--- config.mk ---
export PLATFORM = sky130hd
export DESIGN_NAME = fetch_stage_flat
export DESIGN_NICKNAME = d
export VERILOG_FILES = /design/src/rtl/fetch_pkg.sv /design/src/rtl/fetch_stage_if.sv /design/src/rtl/fetch_stage_pc_next_mux.sv /design/src/rtl/fetch_stage.sv /design/src/flat_wrapper.sv
export SDC_FILE = /design/constraint.sdc
export NUM_CORES = 1
export LEC_CHECK = 0
export ABC_AREA = 0
export CAP_MARGIN = 20
export CORE_MARGIN = 4
export CORE_UTILIZATION = 57
export CTS_BUF_LIST = sky130_fd_sc_hd__clkbuf_8
export CTS_CLUSTER_DIAMETER = 50
export DETAILED_ROUTE_END_ITERATION = 10
export HOLD_SLACK_MARGIN = 0.08
export MAX_ROUTING_LAYER = met4
export PLACE_DENSITY = 0.88
export RECOVER_POWER = 100
export SETUP_SLACK_MARGIN = 0.05
export SLEW_MARGIN = 20
export SYNTH_ARGS = -nofsm -noshare
export SYNTH_HDL_FRONTEND = slang
export SYNTH_SLANG_ARGS = --single-unit
export TNS_END_PERCENT = 50
--- constraint.sdc ---
create_clock -name clk -period 4.8 [get_ports clk]
set_input_delay 0.72 -clock clk [delete_from_list [all_inputs] [get_ports clk]]
set_output_delay 0.72 -clock clk [all_outputs]
set_load 0.05 [all_outputs]
--- src/rtl/fetch_pkg.sv ---
// Shared types and constants for the instruction fetch stage.
package fetch_pkg;

    typedef enum logic [1:0] {
        ST_BOOT,
        ST_FETCH,
        ST_WAIT,
        ST_HOLD
    } fetch_state_e;

    localparam logic [1:0] PCSRC_PLUS4  = 2'b00;
    localparam logic [1:0] PCSRC_BRANCH = 2'b01;
    localparam logic [1:0] PCSRC_JALR   = 2'b10;
    localparam logic [1:0] PCSRC_RSVD   = 2'b11;

    localparam logic [31:0] DEFAULT_RESET_PC = 32'h0000_0000;

endpackage

--- src/rtl/fetch_stage_if.sv ---
// Instruction memory request/response bus; ready and rdata are valid in the same cycle.
interface fetch_stage_if;

    logic        req;
    logic [31:0] addr;
    logic        ready;
    logic [31:0] rdata;

    modport master (output req, output addr, input ready, input rdata);
    modport slave  (input req, input addr, output ready, output rdata);

endinterface

--- src/rtl/fetch_stage_pc_next_mux.sv ---
// Combinational next-PC selection: sequential PC+4 or a redirect target.
module pc_next_mux
    import fetch_pkg::*;
(
    input  logic [31:0] pcf_i,
    input  logic [1:0]  pcsrc_i,
    input  logic [31:0] pc_target_i,
    input  logic [31:0] alu_result_i,
    output logic [31:0] pc_plus4_o,
    output logic        redirect_o,
    output logic [31:0] target_o
);

    assign pc_plus4_o = pcf_i + 32'd4;

    always_comb begin
        redirect_o = 1'b0;
        target_o   = pc_plus4_o;
        case (pcsrc_i)
            PCSRC_BRANCH: begin
                redirect_o = 1'b1;
                target_o   = pc_target_i;
            end
            PCSRC_JALR: begin
                redirect_o = 1'b1;
                target_o   = alu_result_i & ~32'h1;
            end
            default: ;  // reserved encoding behaves as sequential fetch
        endcase
    end

endmodule

--- src/rtl/fetch_stage.sv ---
// Instruction fetch stage with IF/ID register, pending-redirect tracking and stall hold buffer.
// Optional MISALIGN_TRAP_EN adds sticky MisalignF and forces redirect targets word-aligned.
module fetch_stage
    import fetch_pkg::*;
#(
    parameter logic [31:0] RESET_PC = DEFAULT_RESET_PC
) (
    input  logic                 clk,
    input  logic                 rst_n,
    input  logic [1:0]           PCSrc,
    input  logic [31:0]          PCTargetE,
    input  logic [31:0]          ALUResultE,
    input  logic                 Stall,
    input  logic                 FlushD,
    fetch_stage_if.master        imem,
    output logic [31:0]          InstrD,
    output logic [31:0]          PCD,
    output logic [31:0]          PCPlus4D,
    output logic                 ValidD
`ifdef MISALIGN_TRAP_EN
    ,
    output logic                 MisalignF
`endif
);

    fetch_state_e state_q, state_d;
    logic [31:0]  pcf_q, pcf_d;
    logic         pend_v_q, pend_v_d;
    logic [31:0]  pend_pc_q, pend_pc_d;
    logic [31:0]  hold_instr_q, hold_instr_d;
    logic [31:0]  hold_pc_q, hold_pc_d;
    logic [31:0]  instr_q, instr_d;
    logic [31:0]  pcd_q, pcd_d;
    logic [31:0]  pcp4_q, pcp4_d;
    logic         valid_q, valid_d;

    logic         redirect;
    logic [31:0]  target;
    logic [31:0]  redir_pc;
    logic [31:0]  pc_plus4;
    logic         req;
    logic         accept;

    pc_next_mux u_pc_next_mux (
        .pcf_i        (pcf_q),
        .pcsrc_i      (PCSrc),
        .pc_target_i  (PCTargetE),
        .alu_result_i (ALUResultE),
        .pc_plus4_o   (pc_plus4),
        .redirect_o   (redirect),
        .target_o     (target)
    );

`ifdef MISALIGN_TRAP_EN
    assign redir_pc = target & ~32'h3;
`else
    assign redir_pc = target;
`endif

    assign req       = (state_q == ST_WAIT) || ((state_q == ST_FETCH) && !Stall);
    assign accept    = req && imem.ready;
    assign imem.req  = req;
    assign imem.addr = pcf_q;

    always_comb begin
        state_d      = state_q;
        pcf_d        = pcf_q;
        pend_v_d     = pend_v_q;
        pend_pc_d    = pend_pc_q;
        hold_instr_d = hold_instr_q;
        hold_pc_d    = hold_pc_q;
        instr_d      = instr_q;
        pcd_d        = pcd_q;
        pcp4_d       = pcp4_q;
        valid_d      = valid_q;

        if (state_q == ST_WAIT) begin
            if (accept) begin
                if (redirect || pend_v_q) begin
                    // the word in flight belongs to the wrong path
                    pcf_d    = redirect ? redir_pc : pend_pc_q;
                    pend_v_d = 1'b0;
                    valid_d  = 1'b0;
                    state_d  = ST_FETCH;
                end else if (!Stall) begin
                    instr_d = imem.rdata;
                    pcd_d   = pcf_q;
                    pcp4_d  = pc_plus4;
                    valid_d = 1'b1;
                    pcf_d   = pc_plus4;
                    state_d = ST_FETCH;
                end else begin
                    hold_instr_d = imem.rdata;
                    hold_pc_d    = pcf_q;
                    pcf_d        = pc_plus4;
                    state_d      = ST_HOLD;
                end
            end else begin
                valid_d = 1'b0;
                if (redirect) begin
                    pend_v_d  = 1'b1;
                    pend_pc_d = redir_pc;
                end
            end
        end else if (redirect) begin
            pcf_d   = redir_pc;
            valid_d = 1'b0;
            state_d = ST_FETCH;
        end else begin
            case (state_q)
                ST_BOOT: begin
                    valid_d = 1'b0;
                    state_d = ST_FETCH;
                end
                ST_HOLD: begin
                    if (!Stall) begin
                        instr_d = hold_instr_q;
                        pcd_d   = hold_pc_q;
                        pcp4_d  = hold_pc_q + 32'd4;
                        valid_d = 1'b1;
                        state_d = ST_FETCH;
                    end
                end
                default: begin
                    if (!Stall) begin
                        if (accept) begin
                            instr_d = imem.rdata;
                            pcd_d   = pcf_q;
                            pcp4_d  = pc_plus4;
                            valid_d = 1'b1;
                            pcf_d   = pc_plus4;
                        end else begin
                            valid_d = 1'b0;
                            state_d = ST_WAIT;
                        end
                    end
                end
            endcase
        end

        if (FlushD) begin
            valid_d = 1'b0;
        end
    end

    always_ff @(posedge clk) begin
        if (!rst_n) begin
            state_q      <= ST_BOOT;
            pcf_q        <= RESET_PC;
            pend_v_q     <= 1'b0;
            pend_pc_q    <= '0;
            hold_instr_q <= '0;
            hold_pc_q    <= '0;
            instr_q      <= '0;
            pcd_q        <= '0;
            pcp4_q       <= '0;
            valid_q      <= 1'b0;
        end else begin
            state_q      <= state_d;
            pcf_q        <= pcf_d;
            pend_v_q     <= pend_v_d;
            pend_pc_q    <= pend_pc_d;
            hold_instr_q <= hold_instr_d;
            hold_pc_q    <= hold_pc_d;
            instr_q      <= instr_d;
            pcd_q        <= pcd_d;
            pcp4_q       <= pcp4_d;
            valid_q      <= valid_d;
        end
    end

    assign InstrD   = instr_q;
    assign PCD      = pcd_q;
    assign PCPlus4D = pcp4_q;
    assign ValidD   = valid_q;

`ifdef MISALIGN_TRAP_EN
    logic misalign_q;

    always_ff @(posedge clk) begin
        if (!rst_n) begin
            misalign_q <= 1'b0;
        end else if (redirect && target[1]) begin
            misalign_q <= 1'b1;
        end
    end

    assign MisalignF = misalign_q;
`endif

endmodule

--- src/flat_wrapper.sv ---
// flat-port wrapper written by rule: the top's interface ports become plain ports
module fetch_stage_flat import fetch_pkg::*;
#(
    parameter logic [31:0] RESET_PC = DEFAULT_RESET_PC
)
  (clk, rst_n, PCSrc, PCTargetE, ALUResultE, Stall, FlushD, InstrD, PCD, PCPlus4D, ValidD, imem_req, imem_addr, imem_ready, imem_rdata);
  fetch_stage_if imem_i ();
  input  logic clk;
  input  logic rst_n;
  input  logic [1:0] PCSrc;
  input  logic [31:0] PCTargetE;
  input  logic [31:0] ALUResultE;
  input  logic Stall;
  input  logic FlushD;
  output logic [31:0] InstrD;
  output logic [31:0] PCD;
  output logic [31:0] PCPlus4D;
  output logic ValidD;
  output wire logic [$bits(imem_i.req)-1:0] imem_req;
  output wire logic [$bits(imem_i.addr)-1:0] imem_addr;
  input wire logic [$bits(imem_i.ready)-1:0] imem_ready;
  input wire logic [$bits(imem_i.rdata)-1:0] imem_rdata;
  assign imem_req = imem_i.req;
  assign imem_addr = imem_i.addr;
  assign imem_i.ready = imem_ready;
  assign imem_i.rdata = imem_rdata;
  fetch_stage #(.RESET_PC(RESET_PC)) u_core (.clk(clk), .rst_n(rst_n), .PCSrc(PCSrc), .PCTargetE(PCTargetE), .ALUResultE(ALUResultE), .Stall(Stall), .FlushD(FlushD), .imem(imem_i), .InstrD(InstrD), .PCD(PCD), .PCPlus4D(PCPlus4D), .ValidD(ValidD));
endmodule
==> results.toml, run 1 <==
[logic_synthesis]
synth_ff_type = "dfxtp_1"
synthAdderAreaFrac_pct = 0.891
synth_xor_area_share_pct = 2.50
synth-seq-area-share_pct = 40.3
synth_cell_types = 66
syn-num-nets = 1577
synthMuxAreaShare_pct = 0.902
synth_edf_count = 0
async_flop_share_pct = 0
yosysWarnings = 0
yosysMostFrequentCell = "nand2_1"
yosys.area.top_type = "dfxtp_1"
synth_seq_cells = 226
synth_simple_gate_area_share_pct = 25.5
synth_top_family_by_area = "simple AND/OR/NAND/NOR gates"
syn_avg_cell_area_um2 = 7.66
synth_top_area_share_pct = 40.3
syn_inst = 1466
synth-compound-area-share_pct = 24.1
synth.cell_area_um2 = 11200
netlist_top_cells_count = "308 x nand2_1, 226 x dfxtp_1, 133 x nor2_1"
synth_area_leaders = "dfxtp_1 40%, nand2_1 10%, a21oi_1 5.7%, a311oi_1 5.1%, nor2_1 4.4%"

[power_and_ir_drop]
power_density_nw_per_um2 = 332
p_leak_nw = 5.16
vdd_drop_max_mv = 0.236

[min_path]
worstHoldPathCells = 2
hold_path.class = "reg2reg"

[critical_path]
worstSetupPathType = "reg2out"
cpPeakStageDelay_ps = 870
rr_worst_depth = 8
crit_chain = "inv_1 -> ha_1 -> clkbuf_1 -> or2_2 -> dlygate4sd3_1"
cp_data_required_time_ps = 4080
critPathLaunchType = "register"
crit_fanout = 26
arrival_ps = 3170
cp-end-kind = "output port"
cp_slowest_cell = "dlygate4sd3_1"

[status]
status = "complete, no violations"

[routing]
wl_met3_um = 3520
vias = 11735
drtPass1Iterations = 6
highest_layer = "met4"
viasPerCell = 6.17
met1Wirelength_um = 14100
drc = 0
met2WireLength_um = 16200
drtIter0Drc = 1247
wire_per_inst_um = 18.4
totalWireLength_um = 35000
ant_nets = 0

[clock_network]
htree_levels = 2
cts_tree = "yes"
numClockSinks = 226
insertion_delay_ps = 540
post_cts_resized = 0
hold_buffers = 0
cts-root-buf = "clkbuf_8"
cts_inserted_buffers = 38
clkTransAtPathRegs_ps = 60
post_cts_buffers = 0
clockBufferDepth = 3

[sta]
fin_skew_ps = 16.5
fmax_mhz = 257
max_slew.worst_pin.slew_ps = 1440
relSlewSlack_pct = 4.12
fin_crit_sh_pct = 80.9
finalSetupViolations = 0
rsz0062_at_grt = "false"
hold_viol = 0
min_period_ps = 3890
slew_violations = 0
holdWs_ps = 452
final.setup.tns_ps = 0

[placement]
placed_area_um2 = 13500
dpl.cell_count = 1838
routabilityCongestion = 0.941
dp_hpwl_um = 23900
io_buffer_count = 231

[floorplan]
die_w_um = 148
floorplan.initialDensity_pct = 57.9
fp.dieH_um = 148
core_um2 = 19400
die-area_um2 = 22000
rows = 51
pin_count = 233

[layout]
fin_cells = 1902
fin_util_pct = 73.5
syn2layout_area_growth_pct = 27.0
fill_cells = 1543
drive_above_1_share_pct = 5.68
finalNetCount = 1724
n_antenna_cell = 0
design_area_um2 = 14300

[global_routing]
overflow = 0
grt_max_degree = 104
grt_pass1_vias = 10713
grt_pass1_wl_um = 55000
grt.total_usage_pct = 31.0
antenna_found_initial = 0

[flow_run]
maxCapViolations = 0
[worst max-delay path, delay by kind of cell (launching register included)]
kind,cells,cell delay (ps)
fa+ha+maj,1,170
flops,1,330
buf+inv,3,1850
simple gates,1,270
[metal layers]
layer  global-route usage [%]  vias up
met5                        -        -
met4                     10.9        0
met3                     5.70       99
met2                     48.8      663
met1                     40.2     5426
li1                         -     5547
[per-stage QoR]
stage | worst slack [ps] | total power (W)
floorplan | 2220 | 0.00268
global placement | 1090 | 0.00301
detailed placement | 1010 | 0.00303
CTS | 1530 | 0.00477
global route | 789 | 0.00492
finish | 915 | 0.00474
[flip-flops by register name, indices dropped and copies added (netlist names)]
name,flops
u_core.PCPlus4D,30
u_core.imem.addr,32
u_core.ValidD,1
u_core.hold_pc_q,32
u_core.pend_pc_q,32
u_core.hold_instr_q,32
u_core.InstrD,32
u_core.pend_v_q,1
u_core.state_q,2
u_core.PCD,32
[area by class of cell]
| class | instances | area [um2] | share of cell area, % |
|---|---|---|---|
| Clock buffer | 50 | 688 | 4.82 |
| Clock inverter | 14 | 92.6 | 0.649 |
| Inverter | 18 | 70.1 | 0.491 |
| Multi-Input combinational cell | 1079 | 6090 | 42.7 |
| Sequential cell | 226 | 4520 | 31.7 |
| Tap cell | 265 | 332 | 2.32 |
| Timing Repair Buffer | 250 | 2470 | 17.3 |
[path summary, 6_finish.rpt]
path / endpoint / from / slack [ps]
setup / recovery: imem_req / u_core.state_q[0]$_SDFFE_PN0P_ / 910
hold / removal: u_core.pend_pc_q[0]$_SDFFE_PN0P_ / u_core.pend_pc_q[0]$_SDFFE_PN0P_ / 450
setup reg to reg: u_core.imem.addr[0]$_SDFFE_PN0P_ / u_core.state_q[0]$_SDFFE_PN0P_ / 1010
hold reg to reg: u_core.pend_pc_q[0]$_SDFFE_PN0P_ / u_core.pend_pc_q[0]$_SDFFE_PN0P_ / 450
[cell families (layout without fill, tap and decap cells)]
| group | after synthesis | count (layout) |
|---|---|---|
| AOI/OAI and AO/OA | 396 | 396 |
| muxes | 10 | 10 |
| DFF | 226 | 226 |
| xor gates and xnor gates | 32 | 32 |
| adders and majority gates | 8 | 8 |
| and+or+nand+nor | 633 | 633 |
| buffers and inverters | 161 | 332 |
[report_power, final]
part,internal (W),leakage [nW],switching (W),total [W]
logic,0.000316,2.90,0.000617,0.000933
registers,0.00195,1.83,0.000105,0.00205
clock network,0.000982,0.430,0.000774,0.00176
total,0.00325,5.16,0.00150,0.00474
[layout by cell type (no fill, tap or decap), types with 17 or more instances in the layout]
master / n
nand4_1: 25
xnor2_1: 20
nor2_1: 133
dlygate4sd3_1: 131
clkdlybuf4s50_1: 100
nor3_1: 24
a22oi_1: 32
nand2_1: 307
inv_1: 26
a21oi_1: 128
o21ai_0: 42
clkbuf_8: 50
nand3_1: 56
a22o_1: 17
dfxtp_1: 226
a311oi_1: 66
Note: power is estimated with default switching activity, not from simulation.
==> run 2: changes to the inputs <==
--- a/config.mk
+++ b/config.mk
@@ -8,13 +8,13 @@
 export ABC_AREA = 0
 export CAP_MARGIN = 20
 export CORE_MARGIN = 4
-export CORE_UTILIZATION = 57
+export CORE_UTILIZATION = 53
 export CTS_BUF_LIST = sky130_fd_sc_hd__clkbuf_8
 export CTS_CLUSTER_DIAMETER = 50
 export DETAILED_ROUTE_END_ITERATION = 10
 export HOLD_SLACK_MARGIN = 0.08
 export MAX_ROUTING_LAYER = met4
-export PLACE_DENSITY = 0.88
+export PLACE_DENSITY = 0.82
 export RECOVER_POWER = 100
 export SETUP_SLACK_MARGIN = 0.05
 export SLEW_MARGIN = 20
==> constraint.sdc (replaced) <==
create_clock -name clk -period 3.7 [get_ports clk]
set_input_delay 0.555 -clock clk [delete_from_list [all_inputs] [get_ports clk]]
set_output_delay 0.555 -clock clk [all_outputs]
set_load 0.05 [all_outputs]
==> run 2 against run 1 <==
  * The flow now finishes with violations (capacitance limit, slew limit)
  * Non-clock buffer count up 22
  * Critical path depth up 1
  * Final cell count up 1.4%
  * Critical endpoint is now u_core.PCPlus4D[23]$_SDFFE_PN0P_
  * Highest routed layer unchanged
==> results.toml, run 2 (synthesis results as in run 1) <==
[floorplan]
pin_count = 233
die-area_um2 = 23600
floorplan.initialDensity_pct = 54.6
die_w_um = 154
rows = 52
fp.dieH_um = 154
core_um2 = 20600

[sta]
max_slew.worst_pin.slew_ps = 2030
finalSetupViolations = 0
fmax_mhz = 301
setup_ws_ps = 375
final.setup.tns_ps = 0
slew_violations = 60
fin_skew_ps = 17.9
rsz0062_at_grt = "false"
min_period_ps = 3320
holdWs_ps = 450
relSlewSlack_pct = -35.4
hold_viol = 0
fin_crit_sh_pct = 89.9

[power_and_ir_drop]
swShare_pct = 31.9
vdd_drop_max_mv = 0.265
p_leak_nw = 5.28
p_clk_share_pct = 36.3
power.switching_w = 0.00196
power_density_nw_per_um2 = 424
intPower_w = 0.00418
seqPwrFrac_pct = 43.0
combPwrFrac_pct = 20.7

[clock_network]
htree_levels = 2
cts_tree = "yes"
insertion_delay_ps = 540
numClockSinks = 226
hold_buffers = 0
clockBufferDepth = 3
cts_inserted_buffers = 37
post_cts_resized = 0
clkTransAtPathRegs_ps = 70
post_cts_buffers = 0
cts-root-buf = "clkbuf_8"

[placement]
dp_slack_ps = 374
io_buffer_count = 231
dp_hpwl_um = 24700
routabilityCongestion = 0.945

[critical_path]
critPathLaunchType = "register"
cp_slowest_cell = "a2111oi_4"
crit_chain = "inv_1 -> ha_1 -> o21ai_0 -> a2111oi_4 -> nand2_1 -> o31ai_1"
cp-end-kind = "register"
crit_fanout = 18
critPathTopFamily = "compound AO/OA/AOI/OAI gates"
cp.buffers_inverters = 1
cpPeakStageDelay_ps = 790
arrival_ps = 3750
cp_data_required_time_ps = 4130
worstSetupPathType = "reg2reg"

[layout]
syn2layout_area_growth_pct = 28.9
final_cell_mix = "307 x nand2_1, 226 x dfxtp_1, 133 x nor2_1"
drive_above_1_share_pct = 6.81
finalNetCount = 1745
n_antenna_cell = 0
final_common_cell = "nand2_1"

[global_routing]
grt_max_degree = 91
grt_pass1_wl_um = 55900
grt.total_usage_pct = 29.2
grt_pass1_vias = 10592
overflow = 0
antenna_found_initial = 0

[status]
status = "finished, violations left"
violations = "capacitance limit, slew limit"

[routing]
drc = 0
drtPass1Iterations = 6
wire_per_inst_um = 18.3
vias = 11678
totalWireLength_um = 35400
drtIter0Drc = 1108
viasPerCell = 6.05
ant_nets = 0

[flow_run]
maxCapViolations = 1

[min_path]
hold_path.class = "reg2reg"
-- run 2: cell count changes in the layout (fill, tap and decap cells not counted), sizes merged --
cell	change
bufinv	-1
clkbuf	+3
inv	-1
buf	+19
clkinv	+3
clkinvlp	-1
-- run 2: final timing paths --
| kind | from | slack (ps) | endpoint | depth (start not counted) |
|---|---|---|---|---|
| setup / recovery | u_core.state_q[0]$_SDFFE_PN0P_ | 380 | u_core.PCPlus4D[23]$_SDFFE_PN0P_ | 6 |
| hold reg to reg | u_core.PCPlus4D[2]$_SDFFE_PN0P_ | 450 | u_core.PCPlus4D[2]$_SDFFE_PN0P_ | 2 |
| hold / removal | u_core.PCPlus4D[2]$_SDFFE_PN0P_ | 450 | u_core.PCPlus4D[2]$_SDFFE_PN0P_ | 2 |
| setup reg to reg | u_core.state_q[0]$_SDFFE_PN0P_ | 380 | u_core.PCPlus4D[23]$_SDFFE_PN0P_ | 6 |
-- run 2: through the flow --
stage / power, W / cells / utilization (%) / instance area [um2]
6_report: 0.00613 / 1929 / 70.4 / 14500
5_1_grt: 0.00637 / 1929 / 70.4 / 14500
4_1_cts: 0.00618 / 1929 / 70.6 / 14500
3_5_place_dp: 0.00397 / 1865 / 66.9 / 13700
3_3_place_gp: 0.00395 / 1865 / 66.9 / 13700
2_1_floorplan: 0.00348 / 1466 / - / 11200
-- run 2: power groups by stage --
stage / combinational [W] / sequential (W) / clock [W]
after CTS: 0.00129 / 0.00264 / 0.00225
after detailed placement: 0.00128 / 0.00269 / 0
after floorplan: 0.000595 / 0.00288 / 0
final: 0.00127 / 0.00264 / 0.00223
after global placement: 0.00127 / 0.00268 / 0
after global routing: 0.00136 / 0.00265 / 0.00237
-- run 2: layout make-up --
class | count | area (um2)
well taps | 270 | 338
multi-input cells | 1079 | 6080
repair buffers | 272 | 2710
clock inverters | 14 | 71.3
flip-flops and latches | 226 | 4520
fillers | 1675 | 6080
inverters | 18 | 67.6
clock buffers | 50 | 688
-- run 2: routing by layer --
metal  track usage, %  vias to the layer above  wire [um]
met5                -                        -          0
met4             10.2                        0       1220
met3             5.90                       93       3450
met2             45.2                      629      16100
met1             38.1                     5365      14600
li1                 -                     5591          -
-- run 2: tightest hold or removal path: stages (launching register included) --
cell and delay, ps:
dfxtp_1 300, nand2_1 50, a21oi_1 50
